## src/rtl/alu_issue_stage_pkg.sv

```systemverilog
// Shared definitions for the ALU issue stage: FSM state encodings and the
// bit positions of the architectural flags written by the ALU.
package alu_issue_stage_pkg;

    typedef enum logic [1:0] {
        ST_IDLE   = 2'd0,
        ST_SETTLE = 2'd1,
        ST_HOLD   = 2'd2
    } state_e;

    localparam int ZERO_IDX                    = 0;
    localparam int DIVISION_HAS_REMAINDER_IDX  = 1;
    localparam int DIVISION_BY_ZERO_IDX        = 2;
    localparam int MULTIPLICATION_OVERFLOW_IDX = 3;

endpackage

```

## src/rtl/alu_issue_stage.sv

```systemverilog
// Execute-stage wrapper around an external combinational ALU: registers an op,
// holds operands for a settle window, then captures the result and the flags.
module alu_issue_stage
    import alu_issue_stage_pkg::*;
#(
    parameter int L             = 16,
    parameter int P             = 0,
    parameter int RW            = 3,
    parameter int SETTLE_CYCLES = 2
) (
    input  logic          Clock,
    input  logic          Reset,
    input  logic          InValid,
    output logic          InReady,
    input  logic [P:0]    InOperation,
    input  logic [L-1:0]  InA,
    input  logic [L-1:0]  InB,
    input  logic [RW-1:0] InDest,
    input  logic          Flush,
    output logic [P:0]    AluOperation,
    output logic [L-1:0]  AluA,
    output logic [L-1:0]  AluB,
    output logic [L-1:0]  AluFlagsIn,
    input  logic [L-1:0]  AluR,
    input  logic [L-1:0]  AluFlagsOut,
    output logic          OutValid,
    input  logic          OutReady,
    output logic [L-1:0]  OutData,
    output logic [RW-1:0] OutDest,
    output logic [L-1:0]  Flags
);

    localparam int            CW       = $clog2(SETTLE_CYCLES + 1);
    localparam logic [CW-1:0] CNT_INIT = CW'(SETTLE_CYCLES - 1);

    state_e        state_q;
    state_e        state_d;
    logic [CW-1:0] cnt_q;
    logic [P:0]    op_q;
    logic [L-1:0]  a_q;
    logic [L-1:0]  b_q;
    logic [RW-1:0] dest_q;
    logic [L-1:0]  out_data_q;
    logic [RW-1:0] out_dest_q;
    logic [L-1:0]  flags_q;
    logic [L-1:0]  flags_d;

    logic in_ready_s;
    logic out_valid_s;
    logic accept_s;
    logic capture_s;

    // Handshake qualifiers; a flush suppresses both accept and capture.
    always_comb begin
        accept_s  = InValid & in_ready_s & ~Flush;
        capture_s = (state_q == ST_SETTLE) & (cnt_q == {CW{1'b0}}) & ~Flush;
    end

    // FSM state register.
    always_ff @(posedge Clock or posedge Reset) begin
        if (Reset) begin
            state_q <= ST_IDLE;
        end else begin
            state_q <= state_d;
        end
    end

    // FSM next-state logic; flush overrides every transition.
    always_comb begin
        state_d = state_q;
        if (Flush) begin
            state_d = ST_IDLE;
        end else begin
            case (state_q)
                ST_IDLE: begin
                    if (accept_s) state_d = ST_SETTLE;
                    else          state_d = ST_IDLE;
                end
                ST_SETTLE: begin
                    if (cnt_q == {CW{1'b0}}) state_d = ST_HOLD;
                    else                     state_d = ST_SETTLE;
                end
                ST_HOLD: begin
                    if (accept_s)      state_d = ST_SETTLE;
                    else if (OutReady) state_d = ST_IDLE;
                    else               state_d = ST_HOLD;
                end
                default: state_d = ST_IDLE;
            endcase
        end
    end

    // FSM outputs; HOLD accepts only when the held result is being consumed.
    always_comb begin
        in_ready_s  = 1'b0;
        out_valid_s = 1'b0;
        case (state_q)
            ST_IDLE: begin
                in_ready_s  = 1'b1;
                out_valid_s = 1'b0;
            end
            ST_SETTLE: begin
                in_ready_s  = 1'b0;
                out_valid_s = 1'b0;
            end
            ST_HOLD: begin
                in_ready_s  = OutReady;
                out_valid_s = 1'b1;
            end
            default: begin
                in_ready_s  = 1'b0;
                out_valid_s = 1'b0;
            end
        endcase
    end

    // Captured flags take the ALU word but recompute Zero from the result.
    always_comb begin
        flags_d           = AluFlagsOut;
        flags_d[ZERO_IDX] = (AluR == {L{1'b0}});
    end

    // Settle counter, operand latch and result/flags capture.
    always_ff @(posedge Clock or posedge Reset) begin
        if (Reset) begin
            cnt_q      <= {CW{1'b0}};
            op_q       <= {(P+1){1'b0}};
            a_q        <= {L{1'b0}};
            b_q        <= {L{1'b0}};
            dest_q     <= {RW{1'b0}};
            out_data_q <= {L{1'b0}};
            out_dest_q <= {RW{1'b0}};
            flags_q    <= {L{1'b0}};
        end else begin
            if (Flush) begin
                cnt_q <= {CW{1'b0}};
            end else if (accept_s) begin
                cnt_q <= CNT_INIT;
            end else if ((state_q == ST_SETTLE) && (cnt_q != {CW{1'b0}})) begin
                cnt_q <= cnt_q - CW'(1);
            end
            if (accept_s) begin
                op_q   <= InOperation;
                a_q    <= InA;
                b_q    <= InB;
                dest_q <= InDest;
            end
            if (capture_s) begin
                out_data_q <= AluR;
                out_dest_q <= dest_q;
                flags_q    <= flags_d;
            end
        end
    end

    assign InReady      = in_ready_s;
    assign OutValid     = out_valid_s;
    assign AluOperation = op_q;
    assign AluA         = a_q;
    assign AluB         = b_q;
    assign AluFlagsIn   = flags_q;
    assign OutData      = out_data_q;
    assign OutDest      = out_dest_q;
    assign Flags        = flags_q;

endmodule

```

## config.mk

```make
export PLATFORM = sky130hd
export DESIGN_NAME = alu_issue_stage
export DESIGN_NICKNAME = d
export VERILOG_FILES = /design/src/rtl/alu_issue_stage_pkg.sv /design/src/rtl/alu_issue_stage.sv
export SDC_FILE = /design/constraint.sdc
export NUM_CORES = 1
export LEC_CHECK = 0
export ABC_AREA = 1
export BUFFER_PORTS_ARGS = -buffer_cell sky130_fd_sc_hd__buf_2
export CORE_ASPECT_RATIO = 1.2
export CORE_MARGIN = 2
export CORE_UTILIZATION = 41
export CTS_BUF_LIST = sky130_fd_sc_hd__clkbuf_16
export DETAILED_ROUTE_END_ITERATION = 10
export PLACE_DENSITY = 0.8
export SLEW_MARGIN = 15
export SYNTH_ARGS = -nofsm -noshare
export SYNTH_HDL_FRONTEND = slang
export SYNTH_SLANG_ARGS = --single-unit
```

## constraint.sdc

```tcl
create_clock -name Clock -period 2 [get_ports Clock]
set_input_delay 0 -clock Clock [delete_from_list [all_inputs] [get_ports Clock]]
set_output_delay 0 -clock Clock [all_outputs]
set_load 0.01 [all_outputs]
```

==> summary.txt, run 1 <==
CTS
  – # Post-CTS Setup Buffers: 0
  – Clock root buffer: clkbuf_16
  – Worst-path clk slew: 60 ps
  – Clk sinks: 75
  – Total CTS buffers: 9
  – CTS H-tree depth: 3
  – Clk buf depth: 2
  – TritonCTS clock tree: built
  – Worst-Skew Late Latency: 320 ps

Detailed routing
  – Via count: about 3,300
  – Vias per cell: between 4 and 5
  – Initial DRT Pass Iterations: 4
  – Iter 0 DRT Violations: 84
  – Wire length per cell: approximately 14 µm
  – Post-Route WL: 9364 µm
  – Antenna-violating nets left: 0
  – Drt drc: 0

Global route
  – Initial antenna violation count: 0
  – Vias in the first global route: about 3,300
  – Grt total ovfl: 0
  – First-pass GRT wire length: 15,300 µm
  – Largest net degree at the start of global routing: 40
  – Overall routing resource usage: 0.2236

Worst setup path
  – CP endpoint kind: register
  – Startpoint class of the critical path: register
  – Crit path kind: register to register
  – CP Data Required Time: 2240 ps
  – Critical path data arrival time: ~1900 ps
  – Worst Path Max Fanout: 15

Pwr
  – Design Power: 0.005133 W
  – Peak supply drop: between 0.5 and 0.6 mV
  – Leak: 2.722 nW
  – Pwr/cell area: 1043 mW/mm²

Floorplan
  – Starting Density: 0.4200
  – Die width: 84.66 µm
  – CORE AREA: between 0.007 and 0.008 mm²
  – Die height: 100.8 µm
  – FP Rows: 35
  – Die area: 0.008532 mm²
  – I/O Pins: 159

Worst hold path
  – Class of the worst hold path: input port to register

STA
  – Slew Limit Fails: 0
  – Final setup skew: roughly 7.7 ps
  – Setup TNS: 0 ps
  – Fin crit period: 1616 ps
  – Final setup violation count: 0
  – Final period util: 0.8081
  – Fmax: 618.8 MHz
  – Slew headroom: 0.5609
  – Hold Slack: 29.92 ps
  – RSZ-0062 raised after global routing: false
  – Slew @ Worst Pin: between 600 and 700 ps
  – Fin. Hold Viols: 0

Finish
  – # nets final: 648
  – Commonest non-fill, non-tap cell in the layout: buf_2
  – Fillers: between 500 and 600
  – Share of post-route cells with drive strength above 1: 0.3230
  – Storage cell area: ~0.0019 mm²
  – Diodes inserted: 0
  – Commonest non-fill, non-tap cells in the layout: buf_2 (157), nand2_1 (142), dfrtp_1 (75)
  – Area Overhead vs Synth: 53.71%
  – Area of the multi-input gates: just over 0.001 mm²

Placement
  – Port Buffer Count: 157
  – Dpl hpwl: 5472 µm
  – Routability cong.: 0.7723

Outcome
  – Run status: finished, final reports clean

Logic synthesis
  – Register area share after synthesis: 0.5864
  – Syn nets: 440
  – Synthesized cell area: 0.003201 mm²
  – Yosys warning count: 0
  – Synth unique cells: 18
  – Cells after synthesis: roughly 370
  – Avg Cell Area, Syn: 8.745 µm²
  – Seq cells post-synth: 75

Flow run
  – Maxcap violations: 0
[final timing paths]
kind / start / endpoint / slack, ps / cells past startpoint
max in group asynchronous: Reset / AluA[12] / 1040 / 4
worst max register to register: cnt_q[0] / OutDest[2] / 380 / 8
worst min register to register: OutData[10] / OutData[10] / 470 / 2
worst max-delay path: cnt_q[0] / OutDest[2] / 380 / 8
min in group asynchronous: Reset / AluA[15] / 320 / 3
worst min-delay path: Flush / state_q[0] / 30 / 2
[critical path, cell delays in order (launching register included)]
cell and delay, ps:
dfrtp_1 360, inv_1 50, ha_1 200, inv_1 80, nor2_2 40, nand2_1 360
buf_4 280, nand2_1 60, o21ai_1 90
[synth_stat cells, drive strengths merged]
cell | count | share of area
a21oi | 3 | 0.0047
buf | 32 | 0.071
clkbuf | 6 | 0.0070
dfrtp | 75 | 0.59
ha | 1 | 0.0039
inv | 15 | 0.018
nand2 | 142 | 0.17
nand3 | 32 | 0.052
nand4 | 3 | 0.0059
nor2 | 14 | 0.018
nor3 | 1 | 0.0016
o21ai | 42 | 0.066
[what timing repair did]
action | 4_1_cts | 5_1_grt
endpoints found under the hold margin | 105 | 0
hold buffers | 69 | 0
gates resized for setup | 0 | 0
[final cells by class]
cell class	instances	share of cell area
flip-flops and latches	75	0.3815
repair buffers	235	0.3164
multi-input cells	238	0.2073
clock buffers	9	0.04578
well taps	92	0.02340
clock inverters	7	0.01399
inverters	15	0.01170
[sequential cells by signal, summed over array words and instances (netlist names)]
register and flops:
state_q 2, AluOperation 1, OutData 16, OutDest 3, AluA 16, dest_q 3
cnt_q 2, AluFlagsIn 16, AluB 16
[power by group]
part	leakage (nW)	total (W)	internal, W	switching (W)
logic	1.63	0.00143	0.000622	0.000807
clock network	0.147	0.00159	0.000963	0.000629
registers	0.940	0.00211	0.00189	0.000220
[stage by stage]
step	util	setup slack [ps]	instance area (µm²)	instances
finish	0.6456	383.9	4920	671
global route	0.6456	187.1	4920	671
CTS	0.6456	320.3	4920	671
detailed placement	0.5164	328.6	3935	586
global placement	0.5164	397.8	3935	586
floorplan	-	90.02	3201	366
[cells by family (layout without fill, tap and decap cells)]
family | count (synthesis) | after routing | share of synthesized area
AOI/OAI and AO/OA | 45 | 45 | 0.07037
adders and majority gates | 1 | 1 | 0.003909
buffers and inverters | 53 | 266 | 0.09578
DFF | 75 | 75 | 0.5864
and+or+nand+nor | 192 | 192 | 0.2435
[routing by layer]
layer / part of all wire / up-vias / global-route usage
met4: 0.025 / 0 / 0.09280
met2: 0.51 / 154 / 0.3961
met3: 0.075 / 30 / 0.05815
li1: - / 1555 / -
met1: 0.39 / 1540 / 0.2563
met5: 0 / - / 0
Power figures use the tool's default switching activity.
==> inputs of run 2 (changes only) <==
- clock period: 2 -> 1.3 ns (I/O delays scaled with it)
==> summary.txt, run 2 (synthesis results as in run 1) <==
Pwr
  – Design Power: 0.008152 W (was 0.005133 W)
  – Pwr/cell area: 1592 mW/mm² (was 1043 mW/mm²)
  – Leak: 2.809 nW (was 2.722 nW)
  – Peak supply drop: 0.8122 mV (was 0.5210 mV)

Detailed routing
  – Drt drc: 0 (unchanged)
  – Iter 0 DRT Violations: 155 (was 84)
  – Vias per cell: 4.889 (was 4.887)
  – Via count: 3,310 (was 3,279)
  – Wire length per cell: 14.07 µm (was 13.96 µm)
  – Post-Route WL: 9524 µm (was 9364 µm)
  – Initial DRT Pass Iterations: 4 (unchanged)
  – Antenna-violating nets left: 0 (unchanged)

Global route
  – Overall routing resource usage: 0.2266 (was 0.2236)
  – Initial antenna violation count: 0 (unchanged)
  – First-pass GRT wire length: 15,370 µm (was 15,300 µm)
  – Largest net degree at the start of global routing: 40 (unchanged)
  – Met3 Use GR: 0.05405 (was 0.05815)
  – Grt total ovfl: 0 (unchanged)
  – Met2 track demand over resource: 0.4034 (was 0.3961)
  – Gr busiest metal: met2 (unchanged)
  – M1 GR Usage: 0.2596 (was 0.2563)
  – Vias in the first global route: 3,315 (was 3,288)

Worst setup path
  – Slowest library cell on the worst path: dfrtp_1 (unchanged)
  – Crit-path cells: inv_1 -> ha_2 -> inv_2 -> nor2_4 -> buf_4 -> clkbuf_16 -> nand3_1 -> nand2_1 (was inv_1 -> ha_1 -> inv_1 -> nor2_2 -> nand2_1 -> buf_4 -> nand2_1 -> o21ai_1)
  – Critical path data arrival time: 1600 ps (was 1860 ps)
  – Startpoint class of the critical path: register (unchanged)
  – CP endpoint kind: register (unchanged)
  – Worst Path Max Fanout: 11 (was 15)
  – CP Data Required Time: 1560 ps (was 2240 ps)
  – Crit path kind: register to register (unchanged)
  – Slowest cell delay on critical path: 380 ps (was 360 ps)

Outcome
  – Failing checks: setup timing
  – Run status: complete, but fails checks (was finished, final reports clean)

Finish
  – Final Instance Area: 0.005122 mm² (was 0.004920 mm²)
  – Share of post-route cells with drive strength above 1: 0.3521 (was 0.3230)
  – Diodes inserted: 0 (unchanged)
  – Commonest non-fill, non-tap cell in the layout: buf_2 (unchanged)
  – Fin util: 0.6723 (was 0.6456)
  – # nets final: 655 (was 648)
  – Commonest non-fill, non-tap cells in the layout: buf_2 (157), nand2_1 (133), dfrtp_1 (75) (was buf_2 (157), nand2_1 (142), dfrtp_1 (75))
  – Area Overhead vs Synth: 60.05% (was 53.71%)

Floorplan
  – Starting Density: 0.4200 (unchanged)
  – Die area: 0.008532 mm² (unchanged)
  – Die width: 84.66 µm (unchanged)
  – I/O Pins: 159 (unchanged)
  – CORE AREA: 0.007620 mm² (unchanged)
  – FP Rows: 35 (unchanged)
  – Die height: 100.8 µm (unchanged)

STA
  – Final period util: 1.037 (was 0.8081)
  – Slew headroom: 0.6280 (was 0.5609)
  – Min setup slack post-route: -47.93 ps (was 383.9 ps)
  – Final setup skew: 7.894 ps (was 7.718 ps)
  – Fmax: 741.9 MHz (was 618.8 MHz)
  – Slew @ Worst Pin: 556.8 ps (was 657.9 ps)
  – Final setup violation count: 34 (was 0)
  – RSZ-0062 raised after global routing: true (was false)
  – Fin crit period: 1348 ps (was 1616 ps)
  – Slew Limit Fails: 0 (unchanged)
  – Setup TNS: -604.6 ps (was 0 ps)
  – Fin. Hold Viols: 0 (unchanged)

CTS
  – TritonCTS clock tree: built (unchanged)
  – Worst-path clk slew: 60 ps (about the same)
  – Clk sinks: 75 (unchanged)
  – Clk buf depth: 2 (unchanged)
  – Worst-Skew Late Latency: 320 ps (about the same)
  – CTS H-tree depth: 3 (unchanged)
  – Clock root buffer: clkbuf_16 (unchanged)
  – Total CTS buffers: 9 (unchanged)

Placement
  – Placed instance area: 0.004005 mm² (was 0.003935 mm²)
  – Routability cong.: 0.7423 (was 0.7723)
  – Port Buffer Count: 157 (unchanged)
  – Dpl hpwl: 5758 µm (was 5472 µm)
  – Placement-stage worst setup slack: -127.9 ps (was 328.6 ps)

Worst hold path
  – Class of the worst hold path: input port to register (unchanged)

Flow run
  – Maxcap violations: 0 (unchanged)
run 2: power breakdown:
group / switching, W / internal [W] / total, W
clock network: 0.000908 / 0.00166 / 0.00257
registers: 0.000355 / 0.00291 / 0.00327
logic: 0.00126 / 0.00106 / 0.00232
total: 0.00253 / 0.00563 / 0.00815
run 2: cell type report:
type,instances,area [µm²]
inverter,15,60.06
multi-input combinational,238,1062
timing repair buffer,242,1700
sequential,75,1877
clock inverter,6,82.58
fill,567,2497
clock buffer,9,225.2
tap,92,115.1
run 2: timing repair:
| item | 4_1_cts | 5_1_grt |
|---|---|---|
| pin swaps | 1 | 0 |
| setup endpoints to repair | 36 | 62 |
| gates cloned | 0 | 1 |
| resized for setup | 13 | 14 |
| hold buffers | 69 | 0 |
| buffers inserted | 0 | 2 |
| hold endpoints to repair | 90 | 0 |
run 2: metal layers:
metal	routed length (µm)	part of all wire
met3	748	0.079
met4	214	0.022
met2	4799	0.50
met5	0	0
met1	3762	0.40
run 2: metrics by stage:
stage               hold slack [ps]  std cells
finish                        62.18        677
floorplan                     116.8        366
detailed placement            87.67        590
global placement              83.02        590
global route                  79.20        677
CTS                           52.25        674
run 2: critical path, delay by kind of cell, from the launching register on:
kind	cells	cell delay, ps
adder cells (fa/ha/maj)	1	180
AND/OR/NAND/NOR	3	280
flip-flops	1	380
buffers and inverters	4	420
run 2: final timing paths:
path	startpoint	end	slack, ps	depth (start not counted)
max	cnt_q[0]	AluFlagsIn[10]	-50	8
min	Flush	state_q[0]	60	2
max reg2reg	cnt_q[0]	AluFlagsIn[10]	-50	8
min reg2reg	OutData[0]	OutData[0]	460	2
max in group asynchronous	Reset	AluA[7]	500	4
min in group asynchronous	Reset	AluB[1]	280	3
==> inputs of run 3 (changes only) <==
- CTS_BUF_LIST: sky130_fd_sc_hd__clkbuf_16 -> sky130_fd_sc_hd__clkbuf_8 sky130_fd_sc_hd__clkbuf_16
==> summary.txt, run 3 (synthesis results as in run 1) <==
Outcome
  – Run status: complete, but fails checks (unchanged)
  – Failing checks: setup timing (unchanged)

Finish
  – Area Overhead vs Synth: 57.00% (was 60.05%)
  – # nets final: 655 (unchanged)
  – Final Instance Area: 0.005025 mm² (was 0.005122 mm²)
  – Fillers: 592 (was 567)
  – Commonest non-fill, non-tap cell in the layout: buf_2 (unchanged)
  – Commonest non-fill, non-tap cells in the layout: buf_2 (157), nand2_1 (133), dfrtp_1 (74) (was buf_2 (157), nand2_1 (133), dfrtp_1 (75))
  – Share of post-route cells with drive strength above 1: 0.3556 (was 0.3521)
  – Diodes inserted: 0 (unchanged)

CTS
  – Worst-path clk slew: 80 ps (was 60 ps)
  – Clk buf depth: 2 (unchanged)
  – Clock root buffer: clkbuf_8 (was clkbuf_16)
  – Clk sinks: 75 (unchanged)
  – TritonCTS clock tree: built (unchanged)
  – CTS H-tree depth: 3 (unchanged)
  – Worst-Skew Late Latency: 340 ps (was 320 ps)
  – Total CTS buffers: 9 (unchanged)

Worst setup path
  – Crit-path cells: inv_1 -> ha_2 -> inv_2 -> nor2_4 -> buf_4 -> clkbuf_16 -> nand3_1 -> nand2_1 (unchanged)
  – CP Data Required Time: 1570 ps (was 1560 ps)
  – Crit path kind: register to register (unchanged)
  – Critical path data arrival time: 1620 ps (was 1600 ps)
  – Slowest library cell on the worst path: dfrtp_1 (unchanged)
  – Buf/Inv on CP: 4 (unchanged)
  – CP endpoint kind: register (unchanged)
  – Startpoint class of the critical path: register (unchanged)
  – Worst Path Max Fanout: 11 (unchanged)
  – Slowest cell delay on critical path: 390 ps (was 380 ps)
  – Delay-heaviest family, CP: buffers and inverters (unchanged)

Placement
  – Port Buffer Count: 157 (unchanged)
  – Placed instance area: 0.004005 mm² (unchanged)
  – Dpl hpwl: 5758 µm (unchanged)
  – Routability cong.: 0.7423 (unchanged)

Detailed routing
  – Wire length per cell: 14.10 µm (was 14.07 µm)
  – Via count: 3,310 (unchanged)
  – Iter 0 DRT Violations: 186 (was 155)
  – Post-Route WL: 9543 µm (was 9524 µm)
  – Initial DRT Pass Iterations: 4 (unchanged)
  – Drt drc: 0 (unchanged)
  – Vias per cell: 4.889 (unchanged)
  – Antenna-violating nets left: 0 (unchanged)

STA
  – Slew @ Worst Pin: 559.2 ps (was 556.8 ps)
  – Slew Limit Fails: 0 (unchanged)
  – Min setup slack post-route: -46.64 ps (was -47.93 ps)
  – Fmax: 742.6 MHz (was 741.9 MHz)
  – Final setup violation count: 35 (was 34)
  – Final setup skew: 9.417 ps (was 7.894 ps)
  – RSZ-0062 raised after global routing: true (unchanged)
  – Fin. Hold Viols: 0 (unchanged)
  – Slew headroom: 0.6264 (was 0.6280)
  – Fin crit period: 1347 ps (was 1348 ps)
  – Final period util: 1.036 (was 1.037)
  – Setup TNS: -899.4 ps (was -604.6 ps)

Floorplan
  – FP Rows: 35 (unchanged)
  – Die width: 84.66 µm (unchanged)
  – I/O Pins: 159 (unchanged)
  – Die height: 100.8 µm (unchanged)
  – Die area: 0.008532 mm² (unchanged)
  – CORE AREA: 0.007620 mm² (unchanged)
  – Starting Density: 0.4200 (unchanged)

Pwr
  – Peak supply drop: 0.7925 mV (was 0.8122 mV)
  – Leak: 2.761 nW (was 2.809 nW)
  – Pwr/cell area: 1490 mW/mm² (was 1592 mW/mm²)
  – Design Power: 0.007487 W (was 0.008152 W)

Global route
  – Initial antenna violation count: 0 (unchanged)
  – Grt total ovfl: 0 (unchanged)
  – Overall routing resource usage: 0.2266 (unchanged)
  – Largest net degree at the start of global routing: 40 (unchanged)
  – Vias in the first global route: 3,291 (was 3,315)
  – First-pass GRT wire length: 15,390 µm (was 15,370 µm)

Worst hold path
  – Class of the worst hold path: input port to register (unchanged)

Flow run
  – Maxcap violations: 0 (unchanged)
-- run 3: cell types whose count changed in the layout (fill, tap and decap cells not counted) --
cell | previous run | this run
clkbuf_16 | 10 | 1
clkbuf_8 | 0 | 9
dfrtp_1 | 75 | 74
dfrtp_2 | 0 | 1
nor2_1 | 11 | 10
nor2_2 | 2 | 3
o21ai_0 | 33 | 34
o21ai_1 | 7 | 6
-- run 3: through the flow --
| step | hold slack [ps] | std cells | utilization | setup slack (ps) |
|---|---|---|---|---|
| after floorplan | 116.8 | 366 | - | 71.78 |
| after global placement | 83.02 | 590 | 0.5256 | -25.95 |
| after detailed placement | 87.67 | 590 | 0.5256 | -127.9 |
| after CTS | 25.54 | 674 | 0.6488 | -20.06 |
| after global routing | 51.21 | 677 | 0.6594 | -109.9 |
| final | 44.42 | 677 | 0.6594 | -46.64 |
-- run 3: power by group --
group | total (W) | switching (W) | internal (W)
clock network | 0.00190 | 0.000844 | 0.00106
registers | 0.00326 | 0.000354 | 0.00291
logic | 0.00232 | 0.00126 | 0.00106
-- run 3: cell type report --
class | instances | area (µm²) | share of cell area
Timing Repair Buffer | 242 | 1700 | 0.3384
Inverter | 15 | 60.06 | 0.01195
Clock buffer | 9 | 123.9 | 0.02465
Clock inverter | 6 | 82.58 | 0.01643
Sequential cell | 75 | 1878 | 0.3738
Multi-Input combinational cell | 238 | 1065 | 0.2119
Tap cell | 92 | 115.1 | 0.02291
-- run 3: routing by layer --
layer  wire (µm)  vias to the layer above  GRT usage
met5           0                        -          0
met4         272                        0     0.1050
met3         803                       25    0.05160
met2        4713                      191     0.3985
met1        3754                     1523     0.2623
li1            -                     1571          -
-- run 3: path summary, 6_finish.rpt --
check | from | end | slack [ps] | cells past startpoint
min reg2reg | OutData[0] | OutData[0] | 470 | 2
max reg2reg | cnt_q[0] | AluFlagsIn[10] | -50 | 8
max | cnt_q[0] | AluFlagsIn[10] | -50 | 8
max in group asynchronous | Reset | AluA[7] | 510 | 4
min | Flush | state_q[0] | 40 | 2
min in group asynchronous | Reset | AluB[1] | 260 | 3
-- run 3: worst reg2reg max path, stage by stage, from the launching register on --
cell and delay (ps):
dfrtp_1 390, inv_1 70, ha_2 190, inv_2 50
nor2_4 130, buf_4 150, clkbuf_16 150, nand3_1 80
nand2_1 70
-- run 3: timing repair --
item / in CTS / in global routing
pin swaps: 1 / 0
endpoints found under the setup margin: 36 / 64
gates resized for setup: 12 / 16
buffers inserted: 0 / 2
hold buffers: 69 / 0
cloned: 0 / 1
hold endpoints to repair: 90 / 0
